$ cat src/rtl/lc3_controller.sv
// Multi-cycle LC-3 sequencing FSM: fetch/decode/execute/memory/writeback/PC-update; one instruction per trip.
// Wait states hold on complete_instr / complete_data; br_taken is only driven during UPDATE_PC.
module lc3_controller #(
  parameter logic [3:0] RESET_STATE = 4'h1
) (
  input  logic        clk,
  input  logic        rst,
  input  logic        complete_instr,
  input  logic        complete_data,
  input  logic [15:0] instr,
  input  logic [2:0]  psr,
  output logic [3:0]  state,
  output logic [1:0]  mem_state,
  output logic        br_taken,
  output logic        illegal,
  output logic [15:0] instr_count
);

  typedef enum logic [3:0] {
    S_FETCH     = 4'h1,
    S_DECODE    = 4'h2,
    S_EXECUTE   = 4'h3,
    S_MEM_RD    = 4'h4,
    S_MEM_IND   = 4'h5,
    S_MEM_WR    = 4'h6,
    S_WRITEBACK = 4'h7,
    S_UPDATE_PC = 4'h8
  } state_t;

  state_t      state_q, state_d;
  logic [3:0]  op_q, op_d;
  logic [2:0]  nzp_q, nzp_d;
  logic        br_q, br_d;
  logic        illegal_q, illegal_d;
  logic [15:0] count_q, count_d;

  always_ff @(posedge clk or negedge rst) begin
    if (!rst) begin
      state_q   <= state_t'(RESET_STATE);
      op_q      <= 4'h0;
      nzp_q     <= 3'b000;
      br_q      <= 1'b0;
      illegal_q <= 1'b0;
      count_q   <= 16'h0000;
    end else begin
      state_q   <= state_d;
      op_q      <= op_d;
      nzp_q     <= nzp_d;
      br_q      <= br_d;
      illegal_q <= illegal_d;
      count_q   <= count_d;
    end
  end

  always_comb begin
    state_d   = S_FETCH;
    op_d      = op_q;
    nzp_d     = nzp_q;
    br_d      = br_q;
    illegal_d = illegal_q;
    count_d   = count_q;
    case (state_q)
      S_FETCH: begin
        if (complete_instr) begin
          op_d    = instr[15:12];
          nzp_d   = instr[11:9];
          state_d = S_DECODE;
        end else begin
          state_d = S_FETCH;
        end
      end
      S_DECODE: state_d = S_EXECUTE;
      S_EXECUTE: begin
        // Branch decision is frozen here so later psr changes cannot affect it.
        br_d = 1'b0;
        case (op_q)
          4'b0001, 4'b0101, 4'b1001, 4'b1110: state_d = S_WRITEBACK;
          4'b0100: begin state_d = S_WRITEBACK; br_d = 1'b1; end
          4'b0010, 4'b0110: state_d = S_MEM_RD;
          4'b1111: begin state_d = S_MEM_RD; br_d = 1'b1; end
          4'b1010, 4'b1011: state_d = S_MEM_IND;
          4'b0011, 4'b0111: state_d = S_MEM_WR;
          4'b0000: begin state_d = S_UPDATE_PC; br_d = |(nzp_q & psr); end
          4'b1100: begin state_d = S_UPDATE_PC; br_d = 1'b1; end
          default: begin state_d = S_UPDATE_PC; illegal_d = 1'b1; end
        endcase
      end
      S_MEM_IND: begin
        if (complete_data) state_d = (op_q == 4'b1011) ? S_MEM_WR : S_MEM_RD;
        else               state_d = S_MEM_IND;
      end
      S_MEM_RD:    state_d = complete_data ? S_WRITEBACK : S_MEM_RD;
      S_MEM_WR:    state_d = complete_data ? S_UPDATE_PC : S_MEM_WR;
      S_WRITEBACK: state_d = S_UPDATE_PC;
      S_UPDATE_PC: begin
        count_d = count_q + 16'h0001;
        state_d = S_FETCH;
      end
      default: state_d = S_FETCH;
    endcase
  end

  always_comb begin
    case (state_q)
      S_MEM_RD:  mem_state = 2'd0;
      S_MEM_WR:  mem_state = 2'd1;
      S_MEM_IND: mem_state = 2'd2;
      default:   mem_state = 2'd3;
    endcase
  end

  assign state       = state_q;
  assign br_taken    = br_q && (state_q == S_UPDATE_PC);
  assign illegal     = illegal_q;
  assign instr_count = count_q;

endmodule

$ cat config.mk
export PLATFORM = sky130hd
export DESIGN_NAME = lc3_controller
export DESIGN_NICKNAME = d
export VERILOG_FILES = /design/src/rtl/lc3_controller.sv
export SDC_FILE = /design/constraint.sdc
export NUM_CORES = 1
export LEC_CHECK = 0
export BUFFER_PORTS_ARGS = -buffer_cell sky130_fd_sc_hd__buf_2
export CAP_MARGIN = 5
export CORE_MARGIN = 1
export CORE_UTILIZATION = 45
export DETAILED_ROUTE_END_ITERATION = 12
export GPL_TIMING_DRIVEN = 0
export PLACE_DENSITY = 0.75
export SLEW_MARGIN = 20
export SYNTH_ARGS = -nofsm -noshare
export SYNTH_HDL_FRONTEND = slang
export SYNTH_SLANG_ARGS = --single-unit
export TNS_END_PERCENT = 10
$ cat constraint.sdc
create_clock -name clk -period 2.5 [get_ports clk]
set_input_delay 0.125 -clock clk [delete_from_list [all_inputs] [get_ports clk]]
set_output_delay 0.125 -clock clk [all_outputs]
set_load 0.02 [all_outputs]
==> results_dict.tcl, run 1 <==
set metrics [dict create \
    clock_power_share_pct 22.5 \
    grt_util_met3_pct 6.81 \
    cts_root_buf "sky130_fd_sc_hd__clkbuf_4" \
    final_nets 208 \
    syn_avg_cell_area_um2 10.5 \
    fp.dieArea_um2 3460 \
    gp_congestion 0.811 \
    sequential_to_total_area_share_from_yosys_stat_pct 50.0 \
    worst_case_setup_margin_in_the_final_layout_ns 0.441 \
    fp-row-count 20 \
    cpMaxStageDelayCell "sky130_fd_sc_hd__nor4b_1" \
    clock_tree.buffer_depth 2 \
    totalWireLength_mm 2.95 \
    dp.final_hpwl_mm 2.12 \
    final_count_of_negative_setup_slack_endpoints 0 \
    post-place-ws_ns 0.465 \
    leakagePower_nw 0.887 \
    grt_pass1_wl_mm 5.06 \
    internal-power_mw 1.13 \
    floorplan.initialDensity_pct 47.6 \
    gr_met2_demand_resource_pct 33.1 \
    clock-sinks 29 \
    timing_worst_slew_pin_value_ns 0.819 \
    io_buffers 37 \
    design.portCount 47 \
    worst_ep_arrival_time_ns 1.93 \
    drt-vias-per-instance 5.14 \
    post_cts_resized 0 \
    irDropWorstVdd_mv 0.555 \
    worst_setup_hold_path_clk_slew_ns 0.09 \
    run_status "complete, no violations" \
    finalCoreUtilization_pct 58.9 \
    power_switching_share_pct 37.4 \
    cts_inserted_buffers 5 \
    critical_path_required_ns 2.38 \
    worstPathCellList "buf_2 -> nor4b_1 -> and2_1 -> buf_2" \
    antenna_found_initial 0 \
    max_cap_viol_count 0 \
    core_area_um2 3050 \
    insertion_delay_ns 0.33 \
    post_synth_inst_count 138 \
    hold_viol 0 \
    grt.met1_usage_pct 24.8 \
    startpoint_type "flip-flop" \
    worst_hold_path_type "input pin to flip-flop" \
    grt_max_degree 30 \
    route.detailed.drc 0 \
    crit_type "flip-flop to primary output" \
    timing.critical_path.slowest_cell_delay_ns 0.64 \
    count_of_yosys_warnings_during_synthesis 0 \
    globalRouteOverflowTotal 0 \
    achievable-frequency_mhz 486 \
    synth.net_count 162 \
    grt_pass1_vias 1103 \
    drt-initial-drc-count 39 \
    final_layout_size_suffix_gt1_share_pct 33.0 \
    antennaDiodeCount 0 \
    critical_path.max_fanout 10 \
    ys_ff_latch 29 \
    fp.dieH_um 58.8 \
    htree_levels 2 \
    post_drt_wl_per_cell_um 12.9 \
    instances_no_fill 229 \
    drt_first_pass_iters 5 \
    switching_power_mw 0.673 \
    finalClockSkew_ns 0.00207 \
    dr_total_vias 1178 \
    timing.critical_path.mode_cell "sky130_fd_sc_hd__buf_2" \
    fin_tns_setup_ns 0 \
    global_route.usage.total_pct 20.3 \
    period_share_pct 82.3 \
    rsz0062_at_grt "false" \
    tritoncts_clock_tree "done" \
    synth_area_um2 1450 \
    cp-end-kind "primary output" \
    hold_ws_ns 0.0187 \
    multiInputGateArea_um2 682 \
    power_density_nw_per_um2 1000 \
    worst_slew_margin_rel_pct 45.0 \
    placed_cells 219 \
    busiest_layer "met2" \
    power.combinational.fraction_pct 38.1 \
    post-route-min-period_ns 2.06 \
    areaGrowthSynthToFinish_pct 23.8 \
    finalMaxSlewViolations 0 \
    synth.distinct_cells 37 \
    fillers 287 \
    p_seq_share_pct 39.4 \
    sequential_cell_area_um2 727 \
    ant_nets 0 \
    die_x_um 58.8 \
]
==> flip-flops by register name (all words and copies together), names as in the netlist <==
| register | flops |
|---|---|
| illegal | 1 |
| nzp_q | 3 |
| op_q | 4 |
| instr_count | 16 |
| br_q | 1 |
| state | 4 |
==> what timing repair did <==
action                    4_1_cts  5_1_grt
hold endpoints to repair       29        0
buffers inserted                0        0
hold buffers                    2        0
==> path summary, 6_finish.rpt <==
path                                 start  slack [ns]         endpoint  cells after the start
min reg2reg                instr_count[15]        0.48  instr_count[15]                      1
min in group asynchronous              rst        0.34   instr_count[2]                      2
max                               state[3]        0.44         br_taken                      4
min                               instr[9]        0.02         nzp_q[0]                      2
max in group asynchronous              rst        1.76          op_q[1]                      2
max reg2reg                       state[0]        0.46          op_q[2]                      4
==> critical path, delay by kind of cell, from the launching register on <==
kind                   cells  cell delay [ns]
flip-flops                 1             0.36
buffers and inverters      2             0.37
AND/OR/NAND/NOR            2             0.87
==> routing by layer <==
metal | routed length (um) | up-vias | part of all wire (%)
li1 | - | 577 | -
met1 | 1260 | 563 | 43
met2 | 1490 | 31 | 51
met3 | 141 | 7 | 4.8
met4 | 57 | 0 | 1.9
met5 | 0 | - | 0
==> cell usage after synthesis <==
cell type                    n  area, um2
sky130_fd_sc_hd__or4b_1      1       10.0
sky130_fd_sc_hd__nor3b_1     1       7.51
sky130_fd_sc_hd__a222oi_1    1       10.0
sky130_fd_sc_hd__nor4b_1     1       8.76
sky130_fd_sc_hd__mux2_2      6       67.6
sky130_fd_sc_hd__xnor2_1    10       87.6
sky130_fd_sc_hd__nand2_1    19       71.3
sky130_fd_sc_hd__nor4_4      2       42.5
sky130_fd_sc_hd__nand4_1     3       18.8
sky130_fd_sc_hd__a41o_1      1       10.0
sky130_fd_sc_hd__nand2b_1    2       12.5
sky130_fd_sc_hd__nor3_1      1       5.00
sky130_fd_sc_hd__nand3_1     8       40.0
sky130_fd_sc_hd__o211ai_1    1       7.51
sky130_fd_sc_hd__a41oi_1     1       8.76
sky130_fd_sc_hd__and3_1      3       18.8
sky130_fd_sc_hd__nand4bb_1   1       11.3
sky130_fd_sc_hd__nor2_1      8       30.0
sky130_fd_sc_hd__ha_1        1       12.5
sky130_fd_sc_hd__inv_1       2       7.51
sky130_fd_sc_hd__and2_1      1       6.26
sky130_fd_sc_hd__a21oi_1     5       25.0
sky130_fd_sc_hd__a31oi_1     2       12.5
sky130_fd_sc_hd__o22ai_1     1       6.26
sky130_fd_sc_hd__buf_2       2       10.0
sky130_fd_sc_hd__dfrtp_1    28        701
sky130_fd_sc_hd__or4bb_1     1       11.3
sky130_fd_sc_hd__o31a_1      1       8.76
sky130_fd_sc_hd__nor4_2      1       12.5
sky130_fd_sc_hd__dfstp_2     1       26.3
sky130_fd_sc_hd__or2_2       1       6.26
sky130_fd_sc_hd__clkbuf_1    4       15.0
sky130_fd_sc_hd__o21ai_0     7       35.0
sky130_fd_sc_hd__or3b_2      3       26.3
sky130_fd_sc_hd__xor2_1      5       43.8
sky130_fd_sc_hd__o31ai_1     1       7.51
sky130_fd_sc_hd__buf_6       1       11.3
==> stage by stage <==
step | total power [mW] | area (um2)
3_5_place_dp | 1.40 | 1690
4_1_cts | 1.81 | 1800
2_1_floorplan | 1.20 | 1450
3_3_place_gp | 1.36 | 1690
6_report | 1.80 | 1800
5_1_grt | 1.92 | 1800
==> power groups by stage <==
stage | logic [mW] | clock network, mW | registers [mW]
floorplan | 0.444 | 0 | 0.755
global route | 0.758 | 0.434 | 0.731
detailed placement | 0.678 | 0 | 0.719
CTS | 0.688 | 0.409 | 0.710
finish | 0.684 | 0.405 | 0.709
global placement | 0.652 | 0 | 0.707
==> layout make-up <==
cell class,count,share of cell area (%)
plain buffers,7,2.02
clock buffers,7,3.06
flip-flops and latches,29,40.4
repair buffers,39,11.4
well taps,44,3.06
clock inverters,1,1.67
multi-input cells,100,37.9
inverters,2,0.418
==> placed cells by master, fill, tap and decap left out, drive strengths merged, types with 5 or more instances in the layout <==
master  instances
o21ai           7
xnor2          10
a21oi           5
dfrtp          28
nand2          19
nor2            8
clkbuf         11
buf            40
xor2            5
nand3           8
mux2            6
==> logic make-up after synthesis <==
logic type                 count (synthesis)  synth area share, %
xor gates and xnor gates                  15                 9.04
and+or+nand+nor                           57                 23.3
buffers and inverters                      9                 3.01
muxes                                      6                 4.65
adders and majority gates                  1                0.861
AOI/OAI and AO/OA                         21                 9.04
DFF                                       29                 50.0
Power figures use the tool's default switching activity.
==> run 2, diff against run 1 <==
- ABC_AREA: unset -> 1
- PLACE_DENSITY: 0.75 -> 0.74
- clock period: 2.5 -> 2.05 ns (I/O delays scaled with it)
==> run 2 against run 1 <==
Effect of this change:
- synthesized area up 14%
- combinational power rose by 19%
- hold slack gained 0.033 ns
- via count up 31%
- first-iteration DRC count grew to 2.8 times the previous value
- global-route usage down 1.0 points
- core utilization shrank 0.91 points
- critical path type unchanged
- critical path depth unchanged
- register-to-register slack improved by 0.07 ns
==> results_dict.tcl, run 2 <==
set metrics [dict create \
    floorplan.initialDensity_pct 48.2 \
    worst_ep_arrival_time_ns 1.46 \
    clock-sinks 29 \
    sequential_to_total_area_share_from_yosys_stat_pct 43.8 \
    antenna_found_initial 0 \
    power.combinational.fraction_pct 38.0 \
    final_count_of_negative_setup_slack_endpoints 0 \
    dominantRegCellSynth "sky130_fd_sc_hd__dfrtp_1" \
    fp.dieH_um 62.7 \
    rsz0062_at_grt "false" \
    drt-vias-per-instance 4.88 \
    synth.distinct_cells 27 \
    fp.dieArea_um2 3940 \
    grt_util_met3_pct 4.93 \
    drt_first_pass_iters 4 \
    post_synth_most_frequent_cells "76 x sky130_fd_sc_hd__nand2_1, 28 x sky130_fd_sc_hd__dfrtp_1, 28 x sky130_fd_sc_hd__nor2_1" \
    totalWireLength_mm 3.36 \
    clock_tree.buffer_depth 2 \
    startpoint_type "flip-flop" \
    clock_power_share_pct 21.0 \
    final_layout_size_suffix_gt1_share_pct 23.2 \
    max_cap_viol_count 0 \
    globalRouteOverflowTotal 0 \
    ant_nets 0 \
    synth_area_um2 1660 \
    power_switching_share_pct 40.9 \
    asyncSetResetFlopFracSynth_pct 100 \
    tritoncts_clock_tree "done" \
    post-synth-top-area-fraction_pct 42.2 \
    post-route-min-period_ns 1.56 \
    global_route.usage.total_pct 19.3 \
    post_drt_wl_per_cell_um 10.6 \
    worst_setup_hold_path_clk_slew_ns 0.06 \
    internal-power_mw 1.26 \
    fp-row-count 21 \
    synth-edff-count 0 \
    reg2reg_slack_ns 0.53 \
    die_x_um 62.7 \
    synth_top_cells_by_area "sky130_fd_sc_hd__dfrtp_1 42%, sky130_fd_sc_hd__nand2_1 17%, sky130_fd_sc_hd__nor2_1 6.3%" \
    largest_register_ffs 16 \
    grt_max_degree 30 \
    run_status "complete, no violations" \
    count_of_yosys_warnings_during_synthesis 0 \
    critical_path_required_ns 1.95 \
    post-synth-top-count-cell "sky130_fd_sc_hd__nand2_1" \
    dp.final_hpwl_mm 2.51 \
    cts_root_buf "sky130_fd_sc_hd__clkbuf_8" \
    design.portCount 47 \
    post_synth_inst_count 225 \
    antennaDiodeCount 0 \
    irDropWorstVdd_mv 0.615 \
    leakagePower_nw 1.05 \
    min_delay_worst_endpoint "nzp_q[1]" \
    gp_congestion 0.885 \
    route.detailed.drc 0 \
    power_density_nw_per_um2 1070 \
    crit_type "flip-flop to primary output" \
    worst_hold_startpoint "instr[10]" \
    fin_tns_setup_ns 0 \
    switching_power_mw 0.873 \
    final_nets 294 \
    worst_hold_path_type "input pin to flip-flop" \
    synth_top_cell_by_area "sky130_fd_sc_hd__dfrtp_1" \
    cp-end-kind "primary output" \
    finalClockSkew_ns 0.00233 \
    busiest_layer "met2" \
    whs_path_depth 2 \
    hold_viol 0 \
    placed_cells 308 \
    gr_met2_demand_resource_pct 31.0 \
    period_share_pct 76.2 \
    dr_total_vias 1548 \
    critical_path.max_fanout 10 \
    worst_r2r_path_depth 5 \
    grt_pass1_wl_mm 5.84 \
    drt-initial-drc-count 111 \
    layout.cells.most_common_list "76 x sky130_fd_sc_hd__nand2_1, 38 x sky130_fd_sc_hd__buf_2, 28 x sky130_fd_sc_hd__nor2_1, 28 x sky130_fd_sc_hd__dfrtp_1, 24 x sky130_fd_sc_hd__inv_1" \
    htree_levels 2 \
    core_area_um2 3440 \
    cts_inserted_buffers 5 \
    instances_no_fill 317 \
    synth.net_count 249 \
    grt.met1_usage_pct 24.2 \
    io_buffers 37 \
    r2r-start "state[0]" \
    syn_avg_cell_area_um2 7.38 \
    leading_cell_type_in_the_layout_fill_and_taps_excluded "sky130_fd_sc_hd__nand2_1" \
    insertion_delay_ns 0.28 \
    timing_worst_slew_pin_value_ns 0.657 \
    ys_ff_latch 29 \
    areaGrowthSynthToFinish_pct 20.2 \
    worst_slew_margin_rel_pct 56.2 \
    achievable-frequency_mhz 641 \
    regToRegEndpoint "nzp_q[1]" \
    p_seq_share_pct 41.0 \
    grt_pass1_vias 1344 \
    finalMaxSlewViolations 0 \
]
-- run 2: cell families (layout without fill, tap and decap cells) --
group           Yosys count  in the layout  synth area share [%]
flops                    29             29                  43.8
compound gates           21             21                  6.71
buf+inv                  29             75                  7.08
xor+xnor                  7              7                  3.69
fa+ha+maj                 1              1                 0.753
simple gates            135            135                  35.7
mux                       3              3                  2.26
-- run 2: worst max-delay path by stage --
stage	endpoint	startpoint	slack, ns	cells after the start
after floorplan	nzp_q[1]	state[0]	0.56	5
after global placement	nzp_q[1]	state[0]	0.53	5
after detailed placement	nzp_q[1]	state[0]	0.53	5
after CTS	br_taken	state[1]	0.46	4
after global routing	br_taken	state[1]	0.35	4
final	br_taken	state[1]	0.49	4
-- run 2: stage by stage --
step / utilization (%) / hold WS, ns / area [um2] / power, mW / setup WS (ns)
final: 58.0 / 0.0512 / 2000 / 2.13 / 0.489
after global routing: 58.0 / 0.0483 / 2000 / 2.31 / 0.346
after CTS: 58.0 / 0.0408 / 2000 / 2.15 / 0.463
after detailed placement: 55.3 / 0.174 / 1900 / 1.69 / 0.534
after global placement: 55.3 / 0.176 / 1900 / 1.68 / 0.531
after floorplan: - / -0.193 / 1660 / 1.47 / 0.563
-- run 2: area by class of cell --
class	instances	area [um2]
repair buffers	38	195
clock inverters	2	10.0
well taps	46	57.6
flip-flops and latches	29	727
clock buffers	6	72.6
plain buffers	2	16.3
fillers	335	1450
inverters	27	101
multi-input cells	167	816
-- run 2: repair_timing --
action,in CTS,in global routing
endpoints found under the setup margin,0,0
buffers inserted,0,0
gates resized for setup,0,0
hold buffers,1,0
endpoints found under the hold margin,28,0
-- run 2: metal layers --
| layer | wire length [um] | part of all wire (%) | vias to the layer above |
|---|---|---|---|
| met5 | 0 | 0 | - |
| met2 | 1570 | 47 | 43 |
| met1 | 1560 | 46 | 693 |
| met3 | 168 | 5.0 | 6 |
| li1 | - | - | 806 |
| met4 | 60 | 1.8 | 0 |
-- run 2: critical path, stage by stage, from the launching register on --
cell	delay (ns)
sky130_fd_sc_hd__dfrtp_1	0.43
sky130_fd_sc_hd__nor2_2	0.21
sky130_fd_sc_hd__nand3_4	0.20
sky130_fd_sc_hd__nor2_1	0.15
sky130_fd_sc_hd__buf_2	0.18
-- run 2: power by group through the flow --
stage	Combinational, mW	Sequential (mW)	Clock, mW
after floorplan	0.541	0.933	0
after global placement	0.802	0.881	0
after detailed placement	0.812	0.882	0
after CTS	0.815	0.874	0.466
after global routing	0.925	0.899	0.485
final	0.811	0.876	0.448
==> run 3, diff against run 2 <==
- clock period: 2.05 -> 1.59 ns (I/O delays scaled with it)
==> run 3 against run 2 <==
Effect of this change:
- sequential share of layout area shrank 0.23 points
- first-iteration DRC count shrank 13%
- total power grew 30%
- non-clock buffer count grew 1
- via count is essentially flat
- design area grew 0.63%
==> results_dict.tcl, run 3 (synthesized netlist as in run 2, its figures left out) <==
set metrics [dict create \
    finalClockSkew_ns 0.00231 \
    cts_inserted_buffers 5 \
    worst_hold_path_type "input pin to flip-flop" \
    instances_no_fill 318 \
    placed_cells 308 \
    final_layout_size_suffix_gt1_share_pct 23.5 \
    grt_pass1_wl_mm 5.84 \
    drt_first_pass_iters 4 \
    cts_root_buf "sky130_fd_sc_hd__clkbuf_8" \
    worst_hold_startpoint "instr[10]" \
    core_area_um2 3440 \
    finalCoreUtilization_pct 58.3 \
    gr_met2_demand_resource_pct 31.0 \
    post-route-min-period_ns 1.53 \
    max_cap_viol_count 0 \
    layout.cells.most_common_list "76 x sky130_fd_sc_hd__nand2_1, 38 x sky130_fd_sc_hd__buf_2, 28 x sky130_fd_sc_hd__nor2_1, 28 x sky130_fd_sc_hd__dfrtp_1, 24 x sky130_fd_sc_hd__inv_1" \
    io_buffers 37 \
    dr_total_vias 1549 \
    switching_power_mw 1.13 \
    antenna_found_initial 0 \
    final_count_of_negative_setup_slack_endpoints 0 \
    p_seq_share_pct 40.9 \
    fp.dieH_um 62.7 \
    grt_pass1_vias 1344 \
    fin_tns_setup_ns 0 \
    grt.met1_usage_pct 24.2 \
    rsz0062_at_grt "true" \
    die_x_um 62.7 \
    cpMaxStageDelayCell "sky130_fd_sc_hd__dfstp_2" \
    worst_setup_hold_path_clk_slew_ns 0.06 \
    final_nets 295 \
    floorplan.initialDensity_pct 48.2 \
    totalWireLength_mm 3.37 \
    run_status "complete, no violations" \
    hold_ws_ns 0.0266 \
    globalRouteOverflowTotal 0 \
    post_drt_wl_per_cell_um 10.6 \
    busiest_layer "met2" \
    crit_type "flip-flop to flip-flop" \
    critical_path.max_fanout 10 \
    global_route.usage.total_pct 19.3 \
    gp_congestion 0.885 \
    largest_register_ffs 16 \
    clock_power_share_pct 20.8 \
    hold_viol 0 \
    start_point_of_the_critical_path "state[0]" \
    route.detailed.drc 0 \
    r2r-start "state[0]" \
    cp_top_family "flip-flops" \
    power_density_nw_per_um2 1380 \
    grt_max_degree 30 \
    timing.critical_path.slowest_cell_delay_ns 0.59 \
    power.combinational.fraction_pct 38.3 \
    cp.buffers_inverters 2 \
    antennaDiodeCount 0 \
    timing_worst_slew_pin_value_ns 0.657 \
    insertion_delay_ns 0.28 \
    dp.final_hpwl_mm 2.51 \
    power_switching_share_pct 40.9 \
    leakagePower_nw 1.05 \
    areaGrowthSynthToFinish_pct 20.9 \
    design.portCount 47 \
    grt_util_met3_pct 4.93 \
    period_share_pct 96.2 \
    worst_ep_arrival_time_ns 1.69 \
    finalMaxSlewViolations 0 \
    clock_tree.buffer_depth 2 \
    startpoint_type "flip-flop" \
    fp-row-count 21 \
    drt-vias-per-instance 4.87 \
    clock-sinks 29 \
    cp-end-kind "flip-flop" \
    htree_levels 2 \
    achievable-frequency_mhz 654 \
    leading_cell_type_in_the_layout_fill_and_taps_excluded "sky130_fd_sc_hd__nand2_1" \
    drt-initial-drc-count 97 \
    fp.dieArea_um2 3940 \
    tritoncts_clock_tree "done" \
    worst_slew_margin_rel_pct 56.2 \
    ant_nets 0 \
    worstPathCellList "inv_1 -> nor2_2 -> nand3_2 -> buf_6 -> mux2_4" \
    critical_path_required_ns 1.76 \
    irDropWorstVdd_mv 0.794 \
    internal-power_mw 1.64 \
]
[run 3: cell types whose count changed in the layout (fill, tap and decap cells not counted)]
| cell | delta |
|---|---|
| sky130_fd_sc_hd__nor2_4 | +1 |
| sky130_fd_sc_hd__buf_4 | +1 |
| sky130_fd_sc_hd__nor2_2 | -1 |
[run 3: power by group through the flow]
stage	logic, mW	registers [mW]	clock network (mW)
2_1_floorplan	0.697	1.20	0
3_3_place_gp	1.03	1.14	0
3_5_place_dp	1.05	1.14	0
4_1_cts	1.05	1.13	0.601
5_1_grt	1.21	1.17	0.625
6_report	1.06	1.14	0.577
[run 3: worst register-to-register path, stage by stage, from the launching register on]
cell	delay [ns]
sky130_fd_sc_hd__dfstp_2	0.59
sky130_fd_sc_hd__inv_1	0.10
sky130_fd_sc_hd__nor2_2	0.15
sky130_fd_sc_hd__nand3_2	0.13
sky130_fd_sc_hd__buf_6	0.16
sky130_fd_sc_hd__mux2_4	0.28
[run 3: repair_timing]
item / 4_1_cts / 5_1_grt
resized for setup: 0 / 1
buffers inserted: 0 / 1
endpoints found under the setup margin: 0 / 2
hold buffers: 1 / 0
hold endpoints to repair: 28 / 0
[run 3: cell type report]
cell class	count	area, um2
plain buffers	2	16.3
well taps	46	57.6
inverters	27	101
fillers	335	1430
clock buffers	6	72.6
clock inverters	2	10.0
multi-input cells	167	821
flip-flops and latches	29	727
repair buffers	39	203
[run 3: worst paths after layout]
path / to / slack (ns) / cells after the start
setup / recovery: nzp_q[1] / 0.06 / 5
hold / removal: nzp_q[1] / 0.03 / 2
setup reg to reg: nzp_q[1] / 0.06 / 5
hold reg to reg: illegal / 0.49 / 1
max in group asynchronous: instr_count[15] / 0.81 / 2
min in group asynchronous: state[2] / 0.36 / 2
[run 3: metal layers]
metal | wire length (um) | up-vias
met2 | 1570 | 42
met3 | 164 | 6
met5 | 0 | -
met1 | 1570 | 694
met4 | 60 | 0
li1 | - | 807
[run 3: per-stage QoR]
step | power [mW] | worst slack, ns | instance area (um2)
2_1_floorplan | 1.90 | 0.103 | 1660
3_3_place_gp | 2.17 | 0.0708 | 1900
3_5_place_dp | 2.18 | 0.0739 | 1900
4_1_cts | 2.78 | 0.0256 | 2000
5_1_grt | 3.01 | -0.0235 | 2010
6_report | 2.78 | 0.0611 | 2010
